===== config.mk =====
export PLATFORM = sky130hd
export DESIGN_NAME = universal_shift_reg
export DESIGN_NICKNAME = d
export VERILOG_FILES = /design/src/rtl/universal_shift_reg.sv
export SDC_FILE = /design/constraint.sdc
export NUM_CORES = 1
export LEC_CHECK = 0
export BUFFER_PORTS_ARGS = -buffer_cell sky130_fd_sc_hd__buf_2
export CAP_MARGIN = 20
export CORE_MARGIN = 2
export CORE_UTILIZATION = 45
export CTS_CLUSTER_SIZE = 20
export DETAILED_ROUTE_END_ITERATION = 10
export HOLD_SLACK_MARGIN = 0.08
export PLACE_DENSITY = 0.72
export RECOVER_POWER = 100
export REMOVE_ABC_BUFFERS = 1
export SETUP_SLACK_MARGIN = 0.3
export SLEW_MARGIN = 0
export SYNTH_ARGS = -nofsm -noshare
export SYNTH_HDL_FRONTEND = slang
export SYNTH_SLANG_ARGS = --single-unit
export TNS_END_PERCENT = 100

===== constraint.sdc =====
create_clock -name clk -period 3.3 [get_ports clk]
set_clock_uncertainty 0.05 [all_clocks]
set_input_delay 0.495 -clock clk [delete_from_list [all_inputs] [get_ports clk]]
set_output_delay 0.495 -clock clk [all_outputs]
set_load 0.05 [all_outputs]

===== src/rtl/universal_shift_reg.sv =====
// Universal shift register: single-cycle shift/rotate/load commands plus a
// multi-cycle left-shift burst sequenced by a small IDLE/RUN/DONE controller.
module universal_shift_reg #(
    parameter int WIDTH = 4,
    parameter int CW    = 3
) (
    input  logic             clk,
    input  logic             clr,
    input  logic             en,
    input  logic [2:0]       mode,
    input  logic [WIDTH-1:0] In,
    input  logic             sin_l,
    input  logic             sin_r,
    input  logic [CW-1:0]    amt,
    output logic [WIDTH-1:0] Q,
    output logic             sout_l,
    output logic             sout_r,
    output logic             busy,
    output logic             done
);

    typedef enum logic [1:0] {
        S_IDLE = 2'd0,
        S_RUN  = 2'd1,
        S_DONE = 2'd2
    } state_e;

    typedef enum logic [2:0] {
        MODE_HOLD  = 3'b000,
        MODE_SHL   = 3'b001,
        MODE_SHR   = 3'b010,
        MODE_ROTL  = 3'b011,
        MODE_ROTR  = 3'b100,
        MODE_LOAD  = 3'b101,
        MODE_ASR   = 3'b110,
        MODE_BURST = 3'b111
    } mode_e;

    localparam logic [CW-1:0] CNT_ONE = CW'(1);

    state_e           state, state_next;
    mode_e            op;
    logic [WIDTH-1:0] q_next;
    logic [CW-1:0]    cnt, cnt_next;

    assign op = mode_e'(mode);

    always_comb begin
        // NOTE: every combinational output gets a default first so no path
        // through the case statements can leave it unassigned (no latches).
        state_next = state;
        q_next     = Q;
        cnt_next   = cnt;
        case (state)
            S_IDLE: begin
                if (en) begin
                    case (op)
                        MODE_HOLD:  q_next = Q;
                        MODE_SHL:   q_next = {Q[WIDTH-2:0], sin_r};
                        MODE_SHR:   q_next = {sin_l, Q[WIDTH-1:1]};
                        MODE_ROTL:  q_next = {Q[WIDTH-2:0], Q[WIDTH-1]};
                        MODE_ROTR:  q_next = {Q[0], Q[WIDTH-1:1]};
                        MODE_LOAD:  q_next = In;
                        MODE_ASR:   q_next = {Q[WIDTH-1], Q[WIDTH-1:1]};
                        MODE_BURST: begin
                            // A zero-length burst still reports completion.
                            cnt_next   = amt;
                            state_next = (amt == '0) ? S_DONE : S_RUN;
                        end
                        default:    q_next = Q;
                    endcase
                end
            end
            S_RUN: begin
                q_next   = {Q[WIDTH-2:0], sin_r};
                cnt_next = cnt - CNT_ONE;
                if (cnt == CNT_ONE) begin
                    state_next = S_DONE;
                end
            end
            S_DONE:  state_next = S_IDLE;
            default: state_next = S_IDLE;
        endcase
    end

    // NOTE: sequential state is updated with non-blocking assignments so every
    // flop samples pre-edge values regardless of statement order.
    always_ff @(posedge clk) begin
        if (!clr) begin
            state <= S_IDLE;
            Q     <= '0;
            cnt   <= '0;
        end else begin
            state <= state_next;
            Q     <= q_next;
            cnt   <= cnt_next;
        end
    end

    assign sout_l = Q[WIDTH-1];
    assign sout_r = Q[0];
    assign busy   = (state == S_RUN);
    assign done   = (state == S_DONE);

endmodule


# Word-level counts from Yosys, hierarchy flattened
# Cells that the tools add are included.
# classes
n_reduce_logical	7
n_eq_ne	16
mux	11
addsub	1
# ops
operator	n
one-hot mux 4 bit (6 select lines)	1
equality test 3 bit (second input constant)	4
AND reduction 3 bit	3
2-to-1 mux 2 bit	4
one-hot mux 4 bit (2 select lines)	1
!= test 7 x 1 -> 1 bit (second input constant)	1
equality test 3 x 1 -> 1 bit (second input constant)	2
equality test 3 x 2 -> 1 bit (second input constant)	2
2-to-1 mux 3 bit	2
!= test 6 x 1 -> 1 bit (second input constant)	1
one-hot mux 3 bit (2 select lines)	1
2-to-1 mux 4 bit	1
!= test 2 x 1 -> 1 bit (second input constant)	2
!= test 2 bit (second input constant)	2
one-hot mux 2 bit (2 select lines)	1
AND reduction 4 bit	1
logical NOT 3 bit	1
subtractor 3 x 1 -> 3 bit (second input constant)	1
equality test 2 x 1 -> 1 bit (second input constant)	1
equality test 2 bit (second input constant)	1
logical NOT 2 bit	1
nonzero test 2 bit	1
# word_totals
output_inout_bits	8
elab_cells	39
register_bits	9
inputBits	15

# Logic depth before layout (Yosys ltp)
# logic_depth
depth_word	5
mapped_depth	6
mapped_depth_nobuf	5

# Least setup slack after synthesis
# No wires, ideal clock.
# synth_path
kind	flip-flop to flip-flop
startpoint	register Q[2]
endpoint	register Q[3]
path_stages_with_launch	5
setup_time_ps	70
n_path_buf	0
synth_period_minus_slack_ps	1513
required_ps	3180
t_arrival_ps	1394
setup_slack_ps	1787
cell_sequence	dfxtp_1 > o21ai_0 > a22o_1 > a211o_1 > a21oi_1
# synth_between
elab_chain_cells	3
# synth_lines
element	line	text
from (decl)	15	output logic [WIDTH-1:0] Q,
from (signal assigned)	95	Q <= q_next;
one-hot mux 4 bit (6 select lines)	57	case (op)
2-to-1 mux 4 bit	56	if (en) begin
one-hot mux 4 bit (2 select lines) (*)	54	case (state)
# Mark *: on every way between the ends. The rest lies on a longest branch, timed or not. The select of a mux whose other input is x is not followed.
# A chain may end at the register's enable or synchronous reset.

# Worst setup path in the final report
# layout_path
startpoint	register state[0]
endpoint	output busy
# layout_between
elab_chain_cells	1
# layout_lines
element	line	text
from (decl)	41	state_e state, state_next;
from (signal assigned)	94	state <= state_next;
equality test 2 x 1 -> 1 bit	102	assign busy = (state == S_RUN);
to (decl)	18	output logic busy,
# No other way between the ends.

==> flow_metrics.py <==
metrics = {
    "global_routing": {
        "grt_pass1_wl_um": 2580,
        "antenna_found_initial": 0,
        "use_met2_pct": 27.8,
        "track_usage_pct": 18.7,
        "busiest_layer": "met2",
        "grt_max_degree": 18,
        "grt_pass1_vias": 591,
        "gr-usage-met3_pct": 5.53,
        "gr-total-overflow": 0,
        "grt_util_met1_pct": 24.2,
    },
    "pwr": {
        "ir_drop_v": 0.000214,
        "power.share.combinational_pct": 29.3,
        "power_frac_clock_pct": 28.7,
        "power_density_nw_per_um2": 376,
        "p_seq_share_pct": 42.0,
        "netSwitchingPower_mw": 0.0999,
        "cellLeakagePower_nw": 0.306,
        "swShare_pct": 34.2,
        "internal_power_mw": 0.192,
    },
    "layout": {
        "final_common_cell": "buf_2",
        "fin_nets": 123,
        "regArea_um2": 180,
        "area.growth.synth_to_final_pct": 12.5,
        "drive_gt1_share_pct": 19.0,
        "n_fill_cell": 147,
        "multi_input_area_um2": 420,
        "antennaDiodeCount": 0,
        "layout_common_cells": "buf_2, clkbuf_1, dfxtp_1",
    },
    "synthesis": {
        "synthesis.area_um2": 689,
        "synth_cell_types": 39,
        "synth_ff_type": "dfxtp_1",
        "synth_seq_cells": 9,
        "synth_edf_count": 0,
        "yosysSeqAreaShare_pct": 26.1,
        "synth-async-reset-ratio_pct": 0,
        "syn_area_per_cell_um2": 8.11,
        "synthCells": 85,
        "yosys_warnings": 0,
    },
    "place": {
        "place_hpwl_um": 1130,
        "place_ws_ns": 1.61,
        "port_buffers": 22,
        "place.gp.congestion": 0.809,
    },
    "detailed_routing": {
        "drt_iter0_markers": 19,
        "vias": 710,
        "vias_per_cell": 5.87,
        "ant_nets": 0,
        "remaining_drc_errors": 0,
        "routedWlPerCell_um": 12.7,
        "totalWireLength_um": 1530,
        "firstDrtPassIters": 4,
    },
    "clock_tree": {
        "path_clk_slew_ns": 0.06,
        "numClockSinks": 9,
        "postCtsSetupBuffers": 0,
        "insertion_delay_ns": 0.26,
        "cts_tree": "yes",
        "numCtsBuffers": 3,
        "cts_htree_levels": 1,
        "cts_root_buf": "clkbuf_4",
        "hold_buffers": 0,
        "clockBufferDepth": 2,
        "cts_resized": 0,
    },
    "timing": {
        "worst_slack_ns": 1.23,
        "worst_slew_pin_slew_ns": 0.600,
        "maxClockFrequency_mhz": 482,
        "drv_slew": 0,
        "finalCriticalPeriod_ns": 2.07,
        "rsz0062_at_grt": "false",
        "slew_headroom_pct": 60.2,
        "finalHoldViolations": 0,
        "timing.final.crit_share_pct": 62.8,
        "finalSetupViolations": 0,
        "tns_ns": 0,
    },
    "setup_path": {
        "arrival_ns": 1.53,
        "slowest_delay_ns": 0.48,
        "worstPathRequired_ns": 2.75,
        "start_kind": "register",
        "path_max_fanout": 17,
        "worstSetupPathType": "register to primary output",
        "cp_slowest_cell": "clkbuf_1",
        "endpoint_kind": "primary output",
        "crit_chain": "nor2b_1, buf_4, clkbuf_1",
    },
    "floorplanning": {
        "die_w_um": 43.1,
        "die_y_um": 43.1,
        "fp.dieArea_um2": 1860,
        "io_pins": 23,
        "initial_core_util_pct": 46.9,
        "core-area_um2": 1470,
        "fp-row-count": 14,
    },
    "flow_run": {
        "cap_viol_max_count": 0,
    },
    "run_status": {
        "outcome": "completed",
    },
    "worst_hold_path": {
        "hold_path_class": "register to register",
    },
}
==> power groups by stage <==
stage	clock network, mW	logic (mW)	registers [mW]
detailed placement	0	0.0874	0.125
floorplan	0	0.0391	0.144
finish	0.0838	0.0856	0.123
global placement	0	0.0865	0.125
CTS	0.0874	0.0878	0.122
global route	0.0953	0.0939	0.124
==> cell type report <==
cell class,instances,share of cell area (%)
Inverter,6,2.90
Multi-Input combinational cell,63,54.2
Sequential cell,9,23.2
Tap cell,16,2.58
Timing Repair Buffer,23,13.7
Clock buffer,4,3.39
==> cells in the mapped netlist, types with 2 or more instances <==
cell      number  area share [%]
and3_1         2             1.8
buf_4          4             4.4
and2b_2        2             2.5
o21a_1         2             2.2
buf_6          2             3.3
inv_1          6             3.3
a32oi_1        2             2.5
a22o_1         2             2.5
a211oi_1       2             2.2
nor3_1         2             1.5
ha_1           2             3.6
o31ai_1        2             2.2
dfxtp_1        9              26
o21ai_0        8             5.8
and2b_1        2             2.2
nand2_1        6             3.3
nand3_1        2             1.5
nor2_1         3             1.6
a21oi_1        5             3.6
==> cells by family after synthesis <==
group / Yosys count / synth area share [%]
AO/OA/AOI/OAI: 36 / 36.8
AND/OR/NAND/NOR: 25 / 20.5
buffers and inverters: 13 / 12.9
flip-flops: 9 / 26.1
adder cells (fa/ha/maj): 2 / 3.63
==> per-layer routing <==
metal | wire length, um | share of wire (%)
met4 | 25 | 1.6
met3 | 48 | 3.1
met1 | 759 | 50
met2 | 698 | 46
met5 | 0 | 0
==> state kept, by name (all words and copies together) (netlist names) <==
register and count:
Q 4, state 2, cnt 3
==> worst max-delay path: cells and delay by family (launching register included) <==
family                 cells  cell delay, ns
and+or+nand+nor            1            0.15
buffers and inverters      2            0.69
DFF                        1            0.42
==> stage by stage <==
| stage | instance area, um2 | hold slack (ns) | cells | util, % | total power, mW |
|---|---|---|---|---|---|
| after floorplan | 623 | 0.401 | 78 | - | 0.183 |
| after global placement | 761 | 0.442 | 117 | 51.7 | 0.211 |
| after detailed placement | 761 | 0.424 | 117 | 51.7 | 0.212 |
| after CTS | 787 | 0.433 | 121 | 53.5 | 0.298 |
| after global routing | 776 | 0.477 | 121 | 52.7 | 0.313 |
| final | 776 | 0.432 | 121 | 52.7 | 0.292 |
==> worst paths after layout <==
| check | cells after the start | end | startpoint | slack, ns |
|---|---|---|---|---|
| min | 2 | cnt[1] | cnt[1] | 0.43 |
| max reg2reg | 5 | Q[3] | state[0] | 1.86 |
| max | 3 | busy | state[0] | 1.23 |
| min reg2reg | 2 | cnt[1] | cnt[1] | 0.43 |
Note: power is estimated with default switching activity, not from simulation.
